===== src/rtl/bcd_pkg.sv =====
// Shared types and constants for the BCD conversion arbiter.
//   state_t    : arbitration FSM states
//   BCD_DIGITS : digits held by the conversion accumulator
//   BCD_W      : accumulator width in bits
//   SAT_BCD    : saturated four-digit result
//   DEF_*      : default parameter values
package bcd_pkg;

  typedef enum logic [1:0] {
    ST_IDLE    = 2'd0,
    ST_CONV    = 2'd1,
    ST_DELIVER = 2'd2
  } state_t;

  localparam int unsigned BCD_DIGITS = 5;
  localparam int unsigned BCD_W      = 4 * BCD_DIGITS;
  localparam logic [15:0] SAT_BCD    = 16'h9999;
  localparam int unsigned DEF_N_REQ  = 3;
  localparam int unsigned DEF_WIDTH  = 16;

  // One double-dabble correction step on a single digit.
  function automatic logic [3:0] add3(input logic [3:0] d);
    return (d >= 4'd5) ? d + 4'd3 : d;
  endfunction

endpackage


===== src/rtl/bin2bcd_core.sv =====
// Sequential shift-add-3 binary to BCD converter.
//   clk, reset : clock, async active-high reset
//   start      : load value and begin (one-cycle pulse)
//   value      : binary operand, sampled with start
//   done       : one-cycle pulse after the last shift
//   bcd20      : five-digit BCD accumulator, holds result after done
module bin2bcd_core
  import bcd_pkg::*;
#(
  parameter int unsigned WIDTH = DEF_WIDTH
) (
  input  logic             clk,
  input  logic             reset,
  input  logic             start,
  input  logic [WIDTH-1:0] value,
  output logic             done,
  output logic [BCD_W-1:0] bcd20
);

  localparam int unsigned CNT_W = (WIDTH > 1) ? $clog2(WIDTH) : 1;

  logic [WIDTH-1:0] shreg;
  logic [CNT_W-1:0] cnt;
  logic             active;
  logic             shift_phase;
  logic [BCD_W-1:0] adj;

  // Add-3 correction applied to every digit in parallel.
  always_comb begin
    adj = bcd20;
    for (int d = 0; d < int'(BCD_DIGITS); d++) begin
      adj[4*d +: 4] = add3(bcd20[4*d +: 4]);
    end
  end

  // Each iteration: one add-3 cycle, then one shift cycle.
  always_ff @(posedge clk or posedge reset) begin
    if (reset) begin
      shreg       <= '0;
      cnt         <= '0;
      active      <= 1'b0;
      shift_phase <= 1'b0;
      done        <= 1'b0;
      bcd20       <= '0;
    end else begin
      done <= 1'b0;
      if (start) begin
        shreg       <= value;
        bcd20       <= '0;
        cnt         <= '0;
        active      <= 1'b1;
        shift_phase <= 1'b0;
      end else if (active) begin
        if (!shift_phase) begin
          bcd20       <= adj;
          shift_phase <= 1'b1;
        end else begin
          {bcd20, shreg} <= {bcd20[BCD_W-2:0], shreg, 1'b0};
          shift_phase    <= 1'b0;
          if (cnt == CNT_W'(WIDTH - 1)) begin
            active <= 1'b0;
            done   <= 1'b1;
          end else begin
            cnt <= cnt + CNT_W'(1);
          end
        end
      end
    end
  end

endmodule


===== src/rtl/bcd_convert_arbiter.sv =====
// Round-robin arbiter sharing one binary-to-BCD converter among N_REQ requesters.
//   clk, reset : clock, async active-high reset
//   req_i      : per-requester level request
//   value_i    : packed operands, slice k for requester k
//   grant_o    : one-hot converter owner, zero when idle
//   done_o     : one-hot one-cycle result strobe to the owner
//   bcd_o      : four BCD digits of the last result (saturated)
//   ovf_o      : last result exceeded 9999
//   busy_o     : converter occupied
module bcd_convert_arbiter
  import bcd_pkg::*;
#(
  parameter int unsigned N_REQ = DEF_N_REQ,
  parameter int unsigned WIDTH = DEF_WIDTH
) (
  input  logic                   clk,
  input  logic                   reset,
  input  logic [N_REQ-1:0]       req_i,
  input  logic [N_REQ*WIDTH-1:0] value_i,
  output logic [N_REQ-1:0]       grant_o,
  output logic [N_REQ-1:0]       done_o,
  output logic [15:0]            bcd_o,
  output logic                   ovf_o,
  output logic                   busy_o
);

  localparam int unsigned IDX_W = (N_REQ > 1) ? $clog2(N_REQ) : 1;

  state_t           state;
  logic [IDX_W-1:0] last_grant;
  logic [IDX_W-1:0] win_idx;
  logic             win_found;
  logic             start_c;
  logic [WIDTH-1:0] win_value;
  logic             core_done;
  logic [BCD_W-1:0] bcd20;

  // Round-robin search starting just after the last winner.
  always_comb begin
    int unsigned cand;
    win_idx   = '0;
    win_found = 1'b0;
    cand      = 0;
    for (int unsigned off = 1; off <= N_REQ; off++) begin
      cand = (32'(last_grant) + off) % N_REQ;
      if (!win_found && req_i[IDX_W'(cand)]) begin
        win_found = 1'b1;
        win_idx   = IDX_W'(cand);
      end
    end
  end

  // Core loads the winner's operand on the same edge the grant is taken.
  assign start_c   = (state == ST_IDLE) && win_found;
  assign win_value = value_i[32'(win_idx) * WIDTH +: WIDTH];

  bin2bcd_core #(
    .WIDTH (WIDTH)
  ) u_core (
    .clk   (clk),
    .reset (reset),
    .start (start_c),
    .value (win_value),
    .done  (core_done),
    .bcd20 (bcd20)
  );

  // Arbitration FSM with registered outputs.
  always_ff @(posedge clk or posedge reset) begin
    if (reset) begin
      state      <= ST_IDLE;
      last_grant <= IDX_W'(N_REQ - 1);
      grant_o    <= '0;
      done_o     <= '0;
      bcd_o      <= '0;
      ovf_o      <= 1'b0;
      busy_o     <= 1'b0;
    end else begin
      case (state)
        ST_IDLE: begin
          done_o <= '0;
          if (win_found) begin
            grant_o    <= N_REQ'(1) << win_idx;
            last_grant <= win_idx;
            busy_o     <= 1'b1;
            state      <= ST_CONV;
          end
        end
        ST_CONV: begin
          if (core_done) begin
            done_o <= grant_o;
            state  <= ST_DELIVER;
            // Anything in the fifth digit means the value exceeded 9999.
            if (bcd20[BCD_W-1:16] != '0) begin
              bcd_o <= SAT_BCD;
              ovf_o <= 1'b1;
            end else begin
              bcd_o <= bcd20[15:0];
              ovf_o <= 1'b0;
            end
          end
        end
        ST_DELIVER: begin
          done_o  <= '0;
          grant_o <= '0;
          busy_o  <= 1'b0;
          state   <= ST_IDLE;
        end
        default: begin
          state   <= ST_IDLE;
          grant_o <= '0;
          done_o  <= '0;
          busy_o  <= 1'b0;
        end
      endcase
    end
  end

endmodule


===== config.mk =====
export PLATFORM = sky130hd
export DESIGN_NAME = bcd_convert_arbiter
export DESIGN_NICKNAME = d
export VERILOG_FILES = /design/src/rtl/bcd_pkg.sv /design/src/rtl/bin2bcd_core.sv /design/src/rtl/bcd_convert_arbiter.sv
export SDC_FILE = /design/constraint.sdc
export NUM_CORES = 1
export LEC_CHECK = 0
export CAP_MARGIN = 0
export CORE_ASPECT_RATIO = 0.75
export CORE_UTILIZATION = 53
export CTS_BUF_LIST = sky130_fd_sc_hd__clkbuf_8
export CTS_CLUSTER_DIAMETER = 100
export DETAILED_ROUTE_END_ITERATION = 8
export HOLD_SLACK_MARGIN = 0.02
export PLACE_DENSITY = 0.83
export SETUP_SLACK_MARGIN = 0.15
export SKIP_CTS_REPAIR_TIMING = 1
export SLEW_MARGIN = 15
export SYNTH_ARGS = -nofsm -noshare
export SYNTH_HDL_FRONTEND = slang
export SYNTH_HIERARCHICAL = 1
export SYNTH_SLANG_ARGS = --single-unit

===== constraint.sdc =====
create_clock -name clk -period 6.87 [get_ports clk]
set_input_delay 1.0305 -clock clk [delete_from_list [all_inputs] [get_ports clk]]
set_output_delay 1.0305 -clock clk [all_outputs]
set_load 0.03 [all_outputs]

# Word-level counts from Yosys, hierarchy flattened
# Cells that the tools add are included.
# totals
ff_bits,71
word_cells,119
# classes
n_addsub,9
div_mod_pow,3
n_lt_le_gt_ge,8
n_eq_ne,5
shifts,2
mux,49
n_bitwise,1
n_reduce_logical,25
# op_table
cell,n
$mod 32x2->32 const B,3
$mux 16,4
$mux 20,3
$shiftx 48x7->16,1
$mux 4,9
$add 4x2->4 const B,5
$ge 4x3->1 const B,5
$reduce_and 2->1,10
$mux 1,19
$reduce_bool 3->1,5
$mux 2,5
$lt 2x3->1 const B,3
$mux 3,3
$add 2x2->3 const B,2
$bmux 1 s2,3
$pmux 3 s2,1
$add 4x1->4 const B,1
$eq 4x4->1 const B,1
$ne 2x2->1 const B,2
$pmux 2 s2,1
$reduce_bool 2->1,2
$reduce_bool 4->1,1
$add 2x1->3 const B,1
$logic_and 1x1->1,3
other kinds (8),9

# Longest topological paths before layout
# logic_depth
depth_word,14
ltp_mapped,14
depth_no_buf,10

# Modules after synthesis
# Netlist, hierarchy kept.
# modules_own_cells
module,n_inst,cells_per_inst,area_per_inst_um2,seq_area_each_um2
bin2bcd_core,1,269,2529.9,1076.0
bcd_convert_arbiter,1,188,1788.0,701.9

# Worst setup path before layout
# No wires, ideal clock.
# synth_timing
path_type,input to register
startpoint,input req_i[1]
endpoint,register u_core.bcd20[11]
setup_time_ps,78
t_arrival_ps,2937
required_ps,6792
slack_ps,3854
stages,11
n_path_buf,3
path_cell_list,mux2i_1 > mux2_2 > a41o_1 > buf_2 > nor2_2 > buf_6 > or2_1 > buf_6 > a211oi_4 > or4_1 > a21oi_1
# synth_between
elab_chain_cells,12
# synth_lines
element,line_no,text
start: declaration,bcd_convert_arbiter.sv:18,"input logic [N_REQ-1:0] req_i,"
$bmux 1 s2,bcd_convert_arbiter.sv:46,if (!win_found && req_i[IDX_W'(cand)]) begin
$mux 1 (not written as such),bcd_convert_arbiter.sv:46,
$mux 1,bcd_convert_arbiter.sv:46,
$logic_not 1->1,bcd_convert_arbiter.sv:46,
$logic_and 1x1->1,bcd_convert_arbiter.sv:46,
$mux 1,bcd_convert_arbiter.sv:46,
$logic_not 1->1,bcd_convert_arbiter.sv:46,
$logic_and 1x1->1,bcd_convert_arbiter.sv:46,
$mux 1 *,bcd_convert_arbiter.sv:46,
$logic_and 1x1->1 *,bcd_convert_arbiter.sv:54,assign start_c = (state == ST_IDLE) && win_found;
net start_c,bcd_convert_arbiter.sv:33,logic start_c;
$reduce_bool 3->1 (no source line) / $reduce_bool 2->1 (equally long branches),n/a,
$reduce_and 2->1 (no source line),n/a,
end signal: assignment,bin2bcd_core.sv:55,bcd20 <= adj;
end signal: assignment,bin2bcd_core.sv:58,"{bcd20, shreg} <= {bcd20[BCD_W-2:0], shreg, 1'b0};"
end: declaration,bin2bcd_core.sv:17,output logic [BCD_W-1:0] bcd20
# Mark *: on every way through the listed nets, which the timed path passes. The rest lies on a longest branch. The select of a mux whose other input is x is not followed.
# A chain may end at the register's enable or synchronous reset.

# Worst setup path in the final report
# Same ends and word-level chain as after synthesis.

==> flow_summary.toml <==
[outcome]
status = "completed"

[min_path]
whs_path_depth = 2
timing.hold.worst.class = "flop to flop"
hold_start = "u_core/shreg[1]$_DFFE_PP0P_"

[floorplanning]
placeableCoreArea_um2 = 7880
fp.dieArea_um2 = 8520
pin_count = 77
floorplan.die.width_um = 106
std_cell_rows = 28
floorplan.initialDensity_pct = 54.8
die_height_um = 80.2

[clock_network]
max-clock-path-buffers = 2
cts_buffers = 9
cts_root_buffer = "sky130_fd_sc_hd__clkbuf_8"
cts_max_level = 3
clk_latency_worst_skew_pair_ns = 0.33
cts.clk_slew.worst_paths_ns = 0.08
cts.sinks = 71
cts_tree = "yes"

[global_routing]
grt_max_degree = 44
wire_length_of_the_first_global_routing_pass_um = 16600
globalRoute.totalOverflow = 0
grt_pass1_vias = 3502
global_route.usage.total_pct = 24.7
antenna_found_initial = 0

[synthesis]
syn-cell-area_um2 = 4320
post_synth_most_frequent_cells = "70 x sky130_fd_sc_hd__dfrtp_1, 69 x sky130_fd_sc_hd__nand2_1, 39 x sky130_fd_sc_hd__o21ai_0"
synth_area_leaders = "sky130_fd_sc_hd__dfrtp_1 41%, sky130_fd_sc_hd__nand2_1 6.0%, sky130_fd_sc_hd__mux2i_1 5.3%"
synth_most_common_cell = "sky130_fd_sc_hd__dfrtp_1"
synth-edff-count = 0
synth.net_count = 525
syn_inst = 457
synth_sequential_area_ratio_pct = 41.2
yosys_register_bits = 71
synth-warning-count = 6
yosysUniqueCellTypes = 62
post_syn_area_per_cell_um2 = 9.45
yosys.area.top_type = "sky130_fd_sc_hd__dfrtp_1"
synth-async-reset-ratio_pct = 100
prevailing_post_synth_register_cell = "sky130_fd_sc_hd__dfrtp_1"
netlist.area_leader.share_pct = 40.6

[sta]
hold_viol_final = 0
max_slew_margin_pct = 33.7
period_minus_slack_ns = 4.35
skew_ns = 0.00881
final-max-slew-violation-count = 0
grt_setup_unrepaired = "false"
max_freq_ghz = 0.230
finalSetupTns_ns = 0
finalSetupViolations = 0
post-route-period-util_pct = 63.2
timing_worst_slew_pin_value_ns = 0.989

[route]
firstDrtPassIters = 5
detail-route-antenna-nets = 0
totalWireLength_um = 9930
vias = 3660
routed_wire_length_per_instance_um = 15.8
drt_drc_violations_left = 0
post_drt_via_cell_ratio = 5.82
drt_iter0_markers = 265

[critical_path]
r2r.worst_path.cells = 11
cp_data_arrival_time_ns = 4.60
worst_path_max_delay_cell = "sky130_fd_sc_hd__clkdlybuf4s50_1"
cp-startpoint = "req_i[1]"
critical_path_depth = 9
critPathLaunchType = "primary input"
critical-path-top-delay-family = "simple AND/OR/NAND/NOR gates"
worst-setup-path-type = "primary input to flop"
path_cells = "clkdlybuf4s50_1, nand3_1, a41o_1, nor2_4, buf_4, or2_1, a211oi_4, or4_1, a21oi_1"
crit_path_max_fanout = 37
critical_path_buf_inv_count = 2
critical_path.reg2reg.startpoint = "last_grant[1]$_DFFE_PP1P_"
crit_path_end_kind = "flop"
critPathRequiredTime_ns = 7.13
critPathMaxStageDelay_ns = 0.59

[power]
power.total_mw = 2.44
maximum_ir_drop_on_the_vdd_rail_uv = 202
p_leak_nw = 2.27
power_per_cell_area_nw_per_um2 = 462

[placement]
buffers_added_on_ports = 76
place_inst = 613
place_hpwl_um = 7190
finalWeightedCongestion = 0.812
dpl-instance-area_um2 = 5090

[cells_and_area]
nets = 587
post_route_cells_drive_above_1_share_pct = 8.97
layout_area_growth_over_synthesis_pct = 22.2
layout.cell_area.non_filler_um2 = 5280
final-instance-count-excl-fill = 629
num_antenna_cells = 0
finalCoreUtilization_pct = 66.9

[run]
max_cap_viols = 0
## tightest hold or removal path: stages, from the launching register on
cell	delay, ns
sky130_fd_sc_hd__dfrtp_1	0.35
sky130_fd_sc_hd__nand2_1	0.04
sky130_fd_sc_hd__o21ai_0	0.06
## layer usage
metal  up-vias  GRT usage (%)  wire length [µm]
met5         -              0                 0
met4         0           6.25               114
met3        18           3.65               425
met2       120           41.2              4750
met1      1742           33.7              4630
li1       1780              -                 -
## path summary, 6_finish.rpt
check	end	slack [ns]
min in group asynchronous	done_o[2]$_DFFE_PP0P_	1.16
setup reg to reg	u_core/bcd20[11]$_DFFE_PP0P_	2.85
hold reg to reg	u_core/shreg[1]$_DFFE_PP0P_	0.48
max in group asynchronous	last_grant[0]$_DFFE_PP0P_	5.25
hold / removal	u_core/shreg[1]$_DFFE_PP0P_	0.48
setup / recovery	u_core/bcd20[11]$_DFFE_PP0P_	2.52
## state kept, by name, summed over array words and instances, names as in the netlist
register	flops
bcd_o	16
busy_o	1
done_o	3
grant_o	3
last_grant	2
ovf_o	1
state	2
u_core/active	1
u_core/bcd20	20
u_core/cnt	4
u_core/done	1
u_core/shift_phase	1
u_core/shreg	16
## layout make-up
type / count / area, µm²
Clock buffer: 10 / 138
Clock inverter: 6 / 43.8
Fill cell: 618 / 2610
Inverter: 23 / 86.3
Multi-Input combinational cell: 333 / 2300
Sequential cell: 71 / 1780
Tap cell: 105 / 131
Timing Repair Buffer: 81 / 798
## per-stage QoR
stage / worst slack [ns] / hold slack (ns)
after floorplan: 3.85 / 0.449
after global placement: 2.48 / 0.461
after detailed placement: 2.32 / 0.470
after CTS: 2.67 / 0.486
after global routing: 2.38 / 0.506
final: 2.52 / 0.483
## logic make-up (layout without fill, tap and decap cells)
| kind of cell | count (synthesis) | count (layout) | synth area share, % |
|---|---|---|---|
| buf+inv | 53 | 120 | 5.65 |
| xor+xnor | 8 | 8 | 1.62 |
| fa+ha+maj | 15 | 15 | 4.35 |
| compound gates | 133 | 133 | 23.8 |
| flops | 71 | 71 | 41.2 |
| mux | 27 | 27 | 6.37 |
| simple gates | 150 | 150 | 17.0 |
## placed cells by master, fill, tap and decap left out, types with 5 or more instances in the layout
master | synthesis | routed
sky130_fd_sc_hd__inv_1 | 22 | 21
sky130_fd_sc_hd__nand2_1 | 69 | 69
sky130_fd_sc_hd__o22a_1 | 8 | 8
sky130_fd_sc_hd__mux2i_1 | 23 | 23
sky130_fd_sc_hd__nand4_1 | 17 | 17
sky130_fd_sc_hd__a21oi_1 | 9 | 9
sky130_fd_sc_hd__buf_4 | 1 | 5
sky130_fd_sc_hd__o21ai_0 | 39 | 39
sky130_fd_sc_hd__ha_1 | 15 | 15
sky130_fd_sc_hd__clkdlybuf4s50_1 | 0 | 76
sky130_fd_sc_hd__o211ai_2 | 10 | 10
sky130_fd_sc_hd__dfrtp_1 | 70 | 70
sky130_fd_sc_hd__o211ai_1 | 9 | 9
sky130_fd_sc_hd__clkbuf_8 | 0 | 10
sky130_fd_sc_hd__nand2b_1 | 11 | 11
sky130_fd_sc_hd__a22o_1 | 24 | 24
sky130_fd_sc_hd__nor2_1 | 21 | 21
sky130_fd_sc_hd__nand3_1 | 5 | 5
sky130_fd_sc_hd__xor2_1 | 5 | 5
## power breakdown
group	internal [mW]	total (mW)	switching [mW]	leakage (nW)
clock	0.141	0.298	0.157	0.0809
combinational	0.607	1.37	0.761	1.27
sequential	0.576	0.774	0.198	0.915
Note: power is estimated with default switching activity, not from simulation.
